`src/rtl/fp_pkg.sv`:
```
// Shared constants, raw-fraction field layout and FSM state type for the FP adder back end.
package fp_pkg;

    localparam int unsigned EXP_W  = 8;
    localparam int unsigned MAN_W  = 23;
    localparam int unsigned GRS_W  = 3;
    localparam int unsigned FRAC_W = MAN_W + 2 + GRS_W;
    localparam int unsigned BIAS   = 127;

    // Exponent arithmetic is one bit wider than the field so overflow never wraps.
    localparam logic [EXP_W:0] EXP_MAX = {1'b0, {EXP_W{1'b1}}};
    localparam logic [EXP_W:0] EXP_ONE = {{EXP_W{1'b0}}, 1'b1};

    // Raw fraction layout: carry, hidden, mantissa, guard, round, sticky.
    localparam int unsigned CARRY_BIT  = FRAC_W - 1;
    localparam int unsigned HIDDEN_BIT = FRAC_W - 2;
    localparam int unsigned MAN_MSB    = FRAC_W - 3;
    localparam int unsigned MAN_LSB    = GRS_W;
    localparam int unsigned G_BIT      = 2;
    localparam int unsigned R_BIT      = 1;
    localparam int unsigned S_BIT      = 0;

    typedef enum logic [1:0] {
        StIdle,
        StNorm,
        StRound,
        StDone
    } fp_state_e;

endpackage

```
`src/rtl/fp_normalize_pack_if.sv`:
```
// Raw-sum input and packed-result output handshakes of the normalise/pack stage.
interface fp_normalize_pack_if;
    import fp_pkg::*;

    logic                in_valid;
    logic                in_ready;
    logic                in_sign;
    logic [EXP_W-1:0]    in_exp;
    logic [FRAC_W-1:0]   in_frac;
    logic                out_valid;
    logic                out_ready;
    logic [31:0]         out_result;
    logic                out_overflow;
    logic                out_underflow;

    // Producer of raw sums and consumer of results.
    modport master (
        output in_valid, in_sign, in_exp, in_frac, out_ready,
        input  in_ready, out_valid, out_result, out_overflow, out_underflow
    );

    // The normalise/pack block itself.
    modport slave (
        input  in_valid, in_sign, in_exp, in_frac, out_ready,
        output in_ready, out_valid, out_result, out_overflow, out_underflow
    );

endinterface

```
`src/rtl/fp_round_rne.sv`:
```
// Round-to-nearest-even increment of the stored mantissa from its G/R/S bits.
module fp_round_rne
    import fp_pkg::*;
(
    input  logic [MAN_W-1:0] mant,
    input  logic             g,
    input  logic             r,
    input  logic             s,
    output logic [MAN_W-1:0] mant_rnd,
    output logic             carry
);

    logic           inc;
    logic [MAN_W:0] sum;

    // Round up above half, or exactly half when the LSB is odd.
    always_comb begin
        inc = g & (r | s | mant[0]);
        sum = {1'b0, mant} + {{MAN_W{1'b0}}, inc};
        mant_rnd = sum[MAN_W-1:0];
        carry = sum[MAN_W];
    end

endmodule

```
`src/rtl/fp_normalize_pack.sv`:
```
// Normalise, RNE-round and pack a raw signed sum into binary32.
// Optional flush-to-zero of denormal results when FP_NORM_FTZ_EN is defined.
module fp_normalize_pack
    import fp_pkg::*;
(
    input  logic                clk,
    input  logic                rst_n,
    fp_normalize_pack_if.slave  bus
);

    fp_state_e           state_q, state_d;
    logic                sign_q, sign_d;
    logic [EXP_W:0]      exp_q, exp_d;
    logic [FRAC_W-2:0]   frac_q, frac_d;   // carry bit is consumed on accept
    logic [31:0]         result_q, result_d;
    logic                ovf_q, ovf_d;
    logic                udf_q, udf_d;

    logic [MAN_W-1:0]    mant_rnd;
    logic                rnd_carry;
    logic [EXP_W:0]      exp_field;
    logic [EXP_W:0]      exp_rnd;
    logic [GRS_W-1:0]    grs;

    fp_round_rne u_round (
        .mant     (frac_q[MAN_MSB:MAN_LSB]),
        .g        (frac_q[G_BIT]),
        .r        (frac_q[R_BIT]),
        .s        (frac_q[S_BIT]),
        .mant_rnd (mant_rnd),
        .carry    (rnd_carry)
    );

    // Denormals encode exponent 0; a rounding carry bumps the field (denormal -> 1).
    always_comb begin
        grs = frac_q[G_BIT:S_BIT];
        exp_field = frac_q[HIDDEN_BIT] ? exp_q : '0;
        exp_rnd = rnd_carry ? exp_field + EXP_ONE : exp_field;
    end

    // Next-state and datapath updates.
    always_comb begin
        state_d  = state_q;
        sign_d   = sign_q;
        exp_d    = exp_q;
        frac_d   = frac_q;
        result_d = result_q;
        ovf_d    = ovf_q;
        udf_d    = udf_q;
        unique case (state_q)
            StIdle: begin
                if (bus.in_valid) begin
                    sign_d = bus.in_sign;
                    ovf_d  = 1'b0;
                    udf_d  = 1'b0;
                    if (bus.in_exp == EXP_MAX[EXP_W-1:0]) begin
                        result_d = {bus.in_sign, bus.in_exp, bus.in_frac[MAN_MSB:MAN_LSB]};
                        state_d  = StDone;
                    end else if (bus.in_frac == '0) begin
                        result_d = {bus.in_sign, {(EXP_W + MAN_W){1'b0}}};
                        state_d  = StDone;
                    end else if (bus.in_frac[CARRY_BIT]) begin
                        // Shift right once; the bit falling off is folded into sticky.
                        frac_d  = {bus.in_frac[CARRY_BIT:2], bus.in_frac[1] | bus.in_frac[0]};
                        exp_d   = {1'b0, bus.in_exp} + EXP_ONE;
                        state_d = StNorm;
                    end else begin
                        frac_d  = bus.in_frac[HIDDEN_BIT:0];
                        exp_d   = {1'b0, bus.in_exp};
                        state_d = StNorm;
                    end
                end
            end
            StNorm: begin
                if (!frac_q[HIDDEN_BIT] && (exp_q > EXP_ONE)) begin
                    // Sticky stays set once set: it stands for nonzero bits far below.
                    frac_d = {frac_q[HIDDEN_BIT-1:0], 1'b0} |
                             {{(FRAC_W-2){1'b0}}, frac_q[S_BIT]};
                    exp_d  = exp_q - EXP_ONE;
                end else begin
                    state_d = StRound;
                end
            end
            StRound: begin
                if (exp_rnd >= EXP_MAX) begin
                    result_d = {sign_q, {EXP_W{1'b1}}, {MAN_W{1'b0}}};
                    ovf_d    = 1'b1;
                end else begin
                    result_d = {sign_q, exp_rnd[EXP_W-1:0], mant_rnd};
`ifdef FP_NORM_FTZ_EN
                    if ((exp_rnd == '0) && (mant_rnd != '0)) begin
                        result_d = {sign_q, {(EXP_W + MAN_W){1'b0}}};
                        udf_d    = 1'b1;
                    end
`else
                    udf_d = (exp_rnd == '0) && (grs != '0);
`endif
                end
                state_d = StDone;
            end
            StDone: begin
                if (bus.out_ready) begin
                    state_d = StIdle;
                end
            end
            default: state_d = StIdle;
        endcase
    end

    // State and datapath registers; reset drops any in-flight value.
    always_ff @(posedge clk or negedge rst_n) begin
        if (!rst_n) begin
            state_q  <= StIdle;
            sign_q   <= 1'b0;
            exp_q    <= '0;
            frac_q   <= '0;
            result_q <= '0;
            ovf_q    <= 1'b0;
            udf_q    <= 1'b0;
        end else begin
            state_q  <= state_d;
            sign_q   <= sign_d;
            exp_q    <= exp_d;
            frac_q   <= frac_d;
            result_q <= result_d;
            ovf_q    <= ovf_d;
            udf_q    <= udf_d;
        end
    end

    // Handshake outputs; in_ready is held low while reset is asserted.
    always_comb begin
        bus.in_ready      = rst_n && (state_q == StIdle);
        bus.out_valid     = (state_q == StDone);
        bus.out_result    = result_q;
        bus.out_overflow  = ovf_q;
        bus.out_underflow = udf_q;
    end

endmodule

```
`src/flat_wrapper.sv`:
```
// flat-port wrapper written by rule: the top's interface ports become plain ports
module fp_normalize_pack_flat import fp_pkg::*;
  (clk, rst_n, bus_in_valid, bus_in_sign, bus_in_exp, bus_in_frac, bus_out_ready, bus_in_ready, bus_out_valid, bus_out_result, bus_out_overflow, bus_out_underflow);
  fp_normalize_pack_if bus_i ();
  input  logic clk;
  input  logic rst_n;
  input wire logic [$bits(bus_i.in_valid)-1:0] bus_in_valid;
  input wire logic [$bits(bus_i.in_sign)-1:0] bus_in_sign;
  input wire logic [$bits(bus_i.in_exp)-1:0] bus_in_exp;
  input wire logic [$bits(bus_i.in_frac)-1:0] bus_in_frac;
  input wire logic [$bits(bus_i.out_ready)-1:0] bus_out_ready;
  output wire logic [$bits(bus_i.in_ready)-1:0] bus_in_ready;
  output wire logic [$bits(bus_i.out_valid)-1:0] bus_out_valid;
  output wire logic [$bits(bus_i.out_result)-1:0] bus_out_result;
  output wire logic [$bits(bus_i.out_overflow)-1:0] bus_out_overflow;
  output wire logic [$bits(bus_i.out_underflow)-1:0] bus_out_underflow;
  assign bus_i.in_valid = bus_in_valid;
  assign bus_i.in_sign = bus_in_sign;
  assign bus_i.in_exp = bus_in_exp;
  assign bus_i.in_frac = bus_in_frac;
  assign bus_i.out_ready = bus_out_ready;
  assign bus_in_ready = bus_i.in_ready;
  assign bus_out_valid = bus_i.out_valid;
  assign bus_out_result = bus_i.out_result;
  assign bus_out_overflow = bus_i.out_overflow;
  assign bus_out_underflow = bus_i.out_underflow;
  fp_normalize_pack u_core (.clk(clk), .rst_n(rst_n), .bus(bus_i));
endmodule
```
`config.mk`:
```
export PLATFORM = sky130hd
export DESIGN_NAME = fp_normalize_pack_flat
export DESIGN_NICKNAME = d
export VERILOG_FILES = /design/src/rtl/fp_pkg.sv /design/src/rtl/fp_normalize_pack_if.sv /design/src/rtl/fp_round_rne.sv /design/src/rtl/fp_normalize_pack.sv /design/src/flat_wrapper.sv
export SDC_FILE = /design/constraint.sdc
export NUM_CORES = 1
export LEC_CHECK = 0
export BUFFER_PORTS_ARGS = -buffer_cell sky130_fd_sc_hd__buf_2
export CORE_MARGIN = 2
export CORE_UTILIZATION = 52
export CTS_CLUSTER_SIZE = 25
export DETAILED_ROUTE_END_ITERATION = 8
export PLACE_DENSITY = 0.88
export SYNTH_ARGS = -nofsm -noshare
export SYNTH_HDL_FRONTEND = slang
export SYNTH_SLANG_ARGS = --single-unit
```
`constraint.sdc`:
```
create_clock -name clk -period 2.6 [get_ports clk]
set_input_delay 0.52 -clock clk [delete_from_list [all_inputs] [get_ports clk]]
set_output_delay 0.52 -clock clk [all_outputs]
set_load 0.005 [all_outputs]
```
# Word-level counts from Yosys, hierarchy flattened
# Cells that the tools add are included.
# W data, S select, Z words.
[op_classes] n_mux=30 order_cmp=2 add_sub_neg=4 n_eq_ne=13 reduce_logical=16 bitwise_logic=5
[op_table] cell="$mux W27" n=5
[op_table] cell="$mux W32" n=3
[op_table] cell="$pmux W32 S2" n=1
[op_table] cell="$mux W9" n=7
[op_table] cell="$pmux W27 S2" n=1
[op_table] cell="$mux W31" n=1
[op_table] cell="$logic_not A28 Y1" n=1
[op_table] cell="$or A27 B1 Y27" n=1
[op_table] cell="$add A23 B1 Y24" n=1
[op_table] cell="$pmux W9 S2" n=1
[op_table] cell="$ne A2 B2 Y1 const B" n=6
[op_table] cell="$reduce_and A3 Y1" n=4
[op_table] cell="$mux W2" n=5
[op_table] cell="$add A8 B1 Y9 const B" n=1
[op_table] cell="$add A9 B1 Y9 const B" n=1
[op_table] cell="$ge A9 B8 Y1 const B" n=1
[op_table] cell="$gt A9 B1 Y1 const B" n=1
[op_table] cell="$logic_not A9 Y1" n=1
[op_table] cell="$sub A9 B1 Y9 const B" n=1
[op_table] cell="$eq A8 B8 Y1 const B" n=1
[op_table] cell="$pmux W2 S4" n=1
[op_table] cell="$reduce_and A5 Y1" n=1
[op_table] cell="$eq A2 B2 Y1 const B" n=2
[op_table] cell="$ne A2 B1 Y1 const B" n=2
[op_table] cell="other kinds (12)" n=20
[word_totals] regBits=73 output_inout_bits=36 elab_cells=77 inputBits=41

# Logic depth before layout (Yosys ltp)
[depth] ltp_word=9 ltp_mapped=13 mapped_depth_nobuf=10

# Hierarchy
# A second synthesis with hierarchy kept.
[hier_totals] hier_cells=663 hier_area_um2=5572.8
[by_module_without_submodules] module="fp_normalize_pack" cells_per_inst=592 seq_area_each_um2=1826.8 area_per_inst_um2=5073.6 instances=1
[by_module_without_submodules] module="fp_round_rne" cells_per_inst=71 seq_area_each_um2=0.0 area_per_inst_um2=499.2 instances=1

# Worst setup path before layout
# No wires, ideal clock.
[synth_path] path_type="flip-flop to flip-flop" from="reg u_core.frac_q[26]" to="reg u_core.result_q[0] (netlist: u_core.bus.out_result[0])" path_slack_ns=-0.184 period_less_slack_ns=2.784 path_stages_with_launch=14 arrival_time_ns=2.660 setup_ns=0.124 required_ns=2.476 n_path_buf=3 path_cell_list="dfrtp_1 clkbuf_1 nand2_1 inv_1 ha_1 nand4_1 or4_1 a31oi_1 mux2_4 a31oi_4 buf_6 buf_8 a221oi_2 nor2_1"
[synth_via] elab_chain_cells=6
[synth_rtl] element="from (decl)" line_no="fp_normalize_pack.sv:14" source="logic [FRAC_W-2:0] frac_q, frac_d;"
[synth_rtl] element="from (signal assigned)" line_no="fp_normalize_pack.sv:124" source="frac_q <= frac_d;"
[synth_rtl] element="$mux W9 *" line_no="fp_normalize_pack.sv:37" source="exp_field = frac_q[HIDDEN_BIT] ? exp_q : '0;"
[synth_rtl] element="$add A9 B1 Y9" line_no="fp_normalize_pack.sv:38" source="exp_rnd = rnd_carry ? exp_field + EXP_ONE : exp_field;"
[synth_rtl] element="$mux W9 *" line_no="fp_normalize_pack.sv:38"
[synth_rtl] element="$ge A9 B8 Y1 *" line_no="fp_normalize_pack.sv:85" source="if (exp_rnd >= EXP_MAX) begin"
[synth_rtl] element="$mux W31 *" line_no="fp_normalize_pack.sv:85"
[synth_rtl] element="$pmux W32 S2 *" line_no="fp_normalize_pack.sv:50" source="unique case (state_q)"
[synth_rtl] element="to (signal assigned)" line_no="fp_normalize_pack.sv:125" source="result_q <= result_d;"
[synth_rtl] element="to (decl)" line_no="fp_normalize_pack.sv:15" source="logic [31:0] result_q, result_d;"
# Every way passes the cells marked *; elsewhere a longest branch is shown, timed or not.
# A chain may end at the register's enable or synchronous reset.

# Worst setup path after layout
[layout_path] from="reg u_core.frac_q[22]" to="reg u_core.result_q[27] (netlist: u_core.bus.out_result[27])"
[layout_via] elab_chain_cells=5
[layout_rtl] element="$add A23 B1 Y24 *" line_no="fp_round_rne.sv:19" source="sum = {1'b0, mant} + {{MAN_W{1'b0}}, inc};"
[layout_rtl] element="$mux W9 *" line_no="fp_normalize_pack.sv:38"
[layout_rtl] element="$ge A9 B8 Y1" line_no="fp_normalize_pack.sv:85"
[layout_rtl] element="$mux W31 *" line_no="fp_normalize_pack.sv:85"
[layout_rtl] element="$pmux W32 S2 *" line_no="fp_normalize_pack.sv:50"
# Marked as above.

==> Flow_metrics.wiki <==
{| class="wikitable"
! Metric !! Value
|-
| Result of the run || finished clean
|-
| Wire length of the first global-routing pass || 21.45 mm
|-
| Hold/Removal Path Class || primary input to flop
|-
| Cell-by-cell trace of the critical path || nand4_2 -> nor4_4 -> and3_1 -> mux2_4 -> a31oi_4 -> buf_12 -> nand2_1 -> a22o_1
|-
| Cell with the largest stage delay on the worst path || sky130_fd_sc_hd__dfrtp_1
|-
| Cell chosen for the clock root || sky130_fd_sc_hd__clkbuf_8
|-
| RSZ-0062 raised after global routing || true
|-
| Yosys reg bits || 73
|-
| Final antenna-violating net count || 0
|-
| Placed standard-cell area || 5593 um2
|-
| Placeable core area || 9196 um2
|-
| Post-Route Setup TNS || 0 ns
|-
| DR WL/cell || 18.29 um
|-
| Detailed-route via count || 4893
|-
| Mapped Area || 4918 um2
|-
| Final Hold Viols || 0
|-
| Area share of the leading cell type in the synthesized netlist || a little under two fifths
|-
| Area growth from synthesis to layout || 23.76%
|-
| Top cell types by occurrence after synthesis || sky130_fd_sc_hd__nor2_1, sky130_fd_sc_hd__dfrtp_1, sky130_fd_sc_hd__nand2_1
|-
| H-tree level count || 3
|-
| PD cells || 1224 nW/um2
|-
| Final RePlAce weighted congestion || 0.9696
|-
| Post-Synthesis Net Count || 640
|-
| Crit start category || flop
|-
| Via count of the first global-routing pass || 4410
|-
| Post-synthesis sequential area ratio || 37.14%
|-
| Detailed router's first-iteration violation count || 452
|-
| Yosys warns || 0
|-
| Reg clk slew, reported paths || 0.08 ns
|-
| Die width || between 100 and 150 um
|-
| Setup crit end kind || flop
|-
| IO buf count || 76
|-
| Total Die Area || 10250 um2
|-
| Category of the critical setup timing path || flop to flop
|-
| Max-slew violations || 0
|-
| Highest ir drop seen on vdd || 0.5602 mV
|-
| Maximum count of clock buffers along a single path || 2
|-
| Fraction of final layout cells sized beyond drive strength 1 || between 20% and 30%
|-
| Actual transition at the worst max-transition pin || 0.9504 ns
|-
| IO Pins || between 70 and 80
|-
| Static Leak || 2.796 nW
|-
| Sinks on the clock net || 73
|-
| Max-cap violation count || 0
|-
| Post-detail-place hpwl || 9.517 mm
|-
| Non-Filler Cell Area, Final || approximately 6000 um2
|-
| Peak clock frequency supported by timing || between 300 and 400 MHz
|-
| Worst EP required || around 2.8 ns
|-
| Final #Nets || 724
|-
| Clock latency on the worst-skew pair || roughly 0.35 ns
|-
| CTS tree || done
|-
| Max_slew headroom || 36.64%
|-
| Top cells by area, synth || sky130_fd_sc_hd__dfrtp_1, sky130_fd_sc_hd__nor2_1, sky130_fd_sc_hd__mux2i_1
|-
| Total Wirelength || 14.45 mm
|-
| Initial standard-cell utilization of the core || between 50 and 60%
|-
| Biggest fanout along the worst timing path || 8
|-
| Largest net degree at the start of global routing || 74
|-
| Synthesized instance count || 590
|-
| Antenna diodes || 0
|-
| Number of antenna violations at the first check in global routing || 0
|-
| Data arrival at the endpoint of the critical path || 2.77 ns
|-
| Average vias per placed instance || 6.194
|-
| Clk_skew || 0.01605 ns
|-
| Area leader, netlist || sky130_fd_sc_hd__dfrtp_1
|-
| Iteration count of the initial detailed-routing pass || 7
|-
| Number of enable flip-flop cells after synthesis || 0
|-
| Most frequently used cell type in the post-synthesis netlist || sky130_fd_sc_hd__nor2_1
|-
| Share of the cycle needed by the critical path after routing || 97.13%
|-
| Synth unique cells || 56
|-
| Row Count || 35
|-
| Number of remaining DRC errors || 0
|-
| Syn Area/Cell || 8.336 um2
|-
| Commonest register cell after synthesis || sky130_fd_sc_hd__dfrtp_1
|-
| Proportion of register bits with asynchronous set or reset after synthesis || 100.0%
|-
| Highest cell delay on the worst timing path || 0.47 ns
|-
| Final period demand of the worst path || 2.525 ns
|-
| Tot Pwr || 0.007449 W
|-
| Vertical die dimension || around 100 um
|-
| Congestion Overflow GR || 0
|-
| Number of CTS-inserted buffers || 9
|-
| Final-report setup violation count || 0
|-
| GRT Resource Usage Total || 26.12%
|-
| Hold WS || roughly 0.44 ns
|-
| Hold buffers post-CTS || 0
|}
## where the power goes
group / total [W] / internal, W / leakage (nW) / switching [W]
combinational: 0.00409 / 0.00178 / 1.78 / 0.00231
sequential: 0.00225 / 0.00169 / 0.897 / 0.000556
clock: 0.00111 / 0.000663 / 0.120 / 0.000443
## per-layer routing
metal,GRT usage (%),part of all wire (%)
met5,0,0
met4,7.692,2.1
met3,3.796,8.5
met2,41.62,46
met1,37.16,44
## per-stage QoR
stage	utilization [%]	cells	setup WS, ns
4_1_cts	63.47	784	0.05645
3_5_place_dp	60.82	768	-0.04478
3_3_place_gp	60.82	768	-0.03287
2_1_floorplan	-	590	0.004817
6_report	66.19	790	0.07471
5_1_grt	66.19	790	-0.05186
## worst max-delay path: cells and delay by family, from the launching register on
family	cells	cell delay, ns
simple gates	4	0.92
compound gates	2	0.52
flops	1	0.47
mux	1	0.33
buf+inv	1	0.19
## cells by family (layout without fill, tap and decap cells)
logic type,count (synthesis),in the layout,synth area share [%]
AO/OA/AOI/OAI,136,136,18.16
buffers and inverters,59,148,5.215
multiplexers,35,35,7.632
flip-flops,73,73,37.14
AND/OR/NAND/NOR,244,244,23.51
XOR/XNOR,34,34,6.055
adder cells (fa/ha/maj),9,9,2.290
## registers in the layout, indices dropped and copies added, names as in the netlist
signal / cells
u_core.bus.out_overflow: 1
u_core.bus.out_result: 32
u_core.bus.out_underflow: 1
u_core.exp_q: 9
u_core.frac_q: 27
u_core.sign_q: 1
u_core.state_q: 2
## path summary, 6_finish.rpt
kind,from,endpoint,slack (ns),cells after the start
worst min register to register,u_core.bus.out_result[30],u_core.bus.out_result[30],0.47,2
worst max register to register,u_core.frac_q[22],u_core.bus.out_result[27],0.07,8
max in group asynchronous,rst_n,u_core.frac_q[21],1.45,2
worst min-delay path,bus_in_sign,u_core.sign_q,0.44,2
worst max-delay path,u_core.frac_q[22],u_core.bus.out_result[27],0.07,8
min in group asynchronous,rst_n,u_core.exp_q[2],0.50,2
## area by class of cell
type                       count  area (um2)
fill                         705        3109
multi-input combinational    458        3018
sequential                    73        1828
timing repair buffer         117       802.0
clock buffer                  11       141.4
tap                          111       138.9
clock inverter                 5       102.6
inverter                      15       56.30
## layout by cell type (no fill, tap or decap), drive strengths merged, types with 2 or more instances in the layout
cell type  instances
nand2             67
a22o               3
and2               4
clkbuf            13
nor4              11
a31oi              8
nor2              91
or3                4
mux2i             31
and3              10
o22ai              3
a2bb2oi            2
a221oi            22
xnor2             21
xor2              13
nor3              13
buf              115
a21oi             40
o21ai             44
ha                 9
o22a               3
inv               15
or4                2
nand4             13
nand2b             5
bufinv             3
mux2               4
and4               3
a21o               2
dfrtp             73
o31ai              3
nand3             17
## repair_timing
| action | 4_1_cts | 5_1_grt |
|---|---|---|
| setup endpoints to repair | 0 | 26 |
| gates resized for setup | 0 | 26 |
| setup buffers | 0 | 3 |
Note: power is estimated with default switching activity, not from simulation.
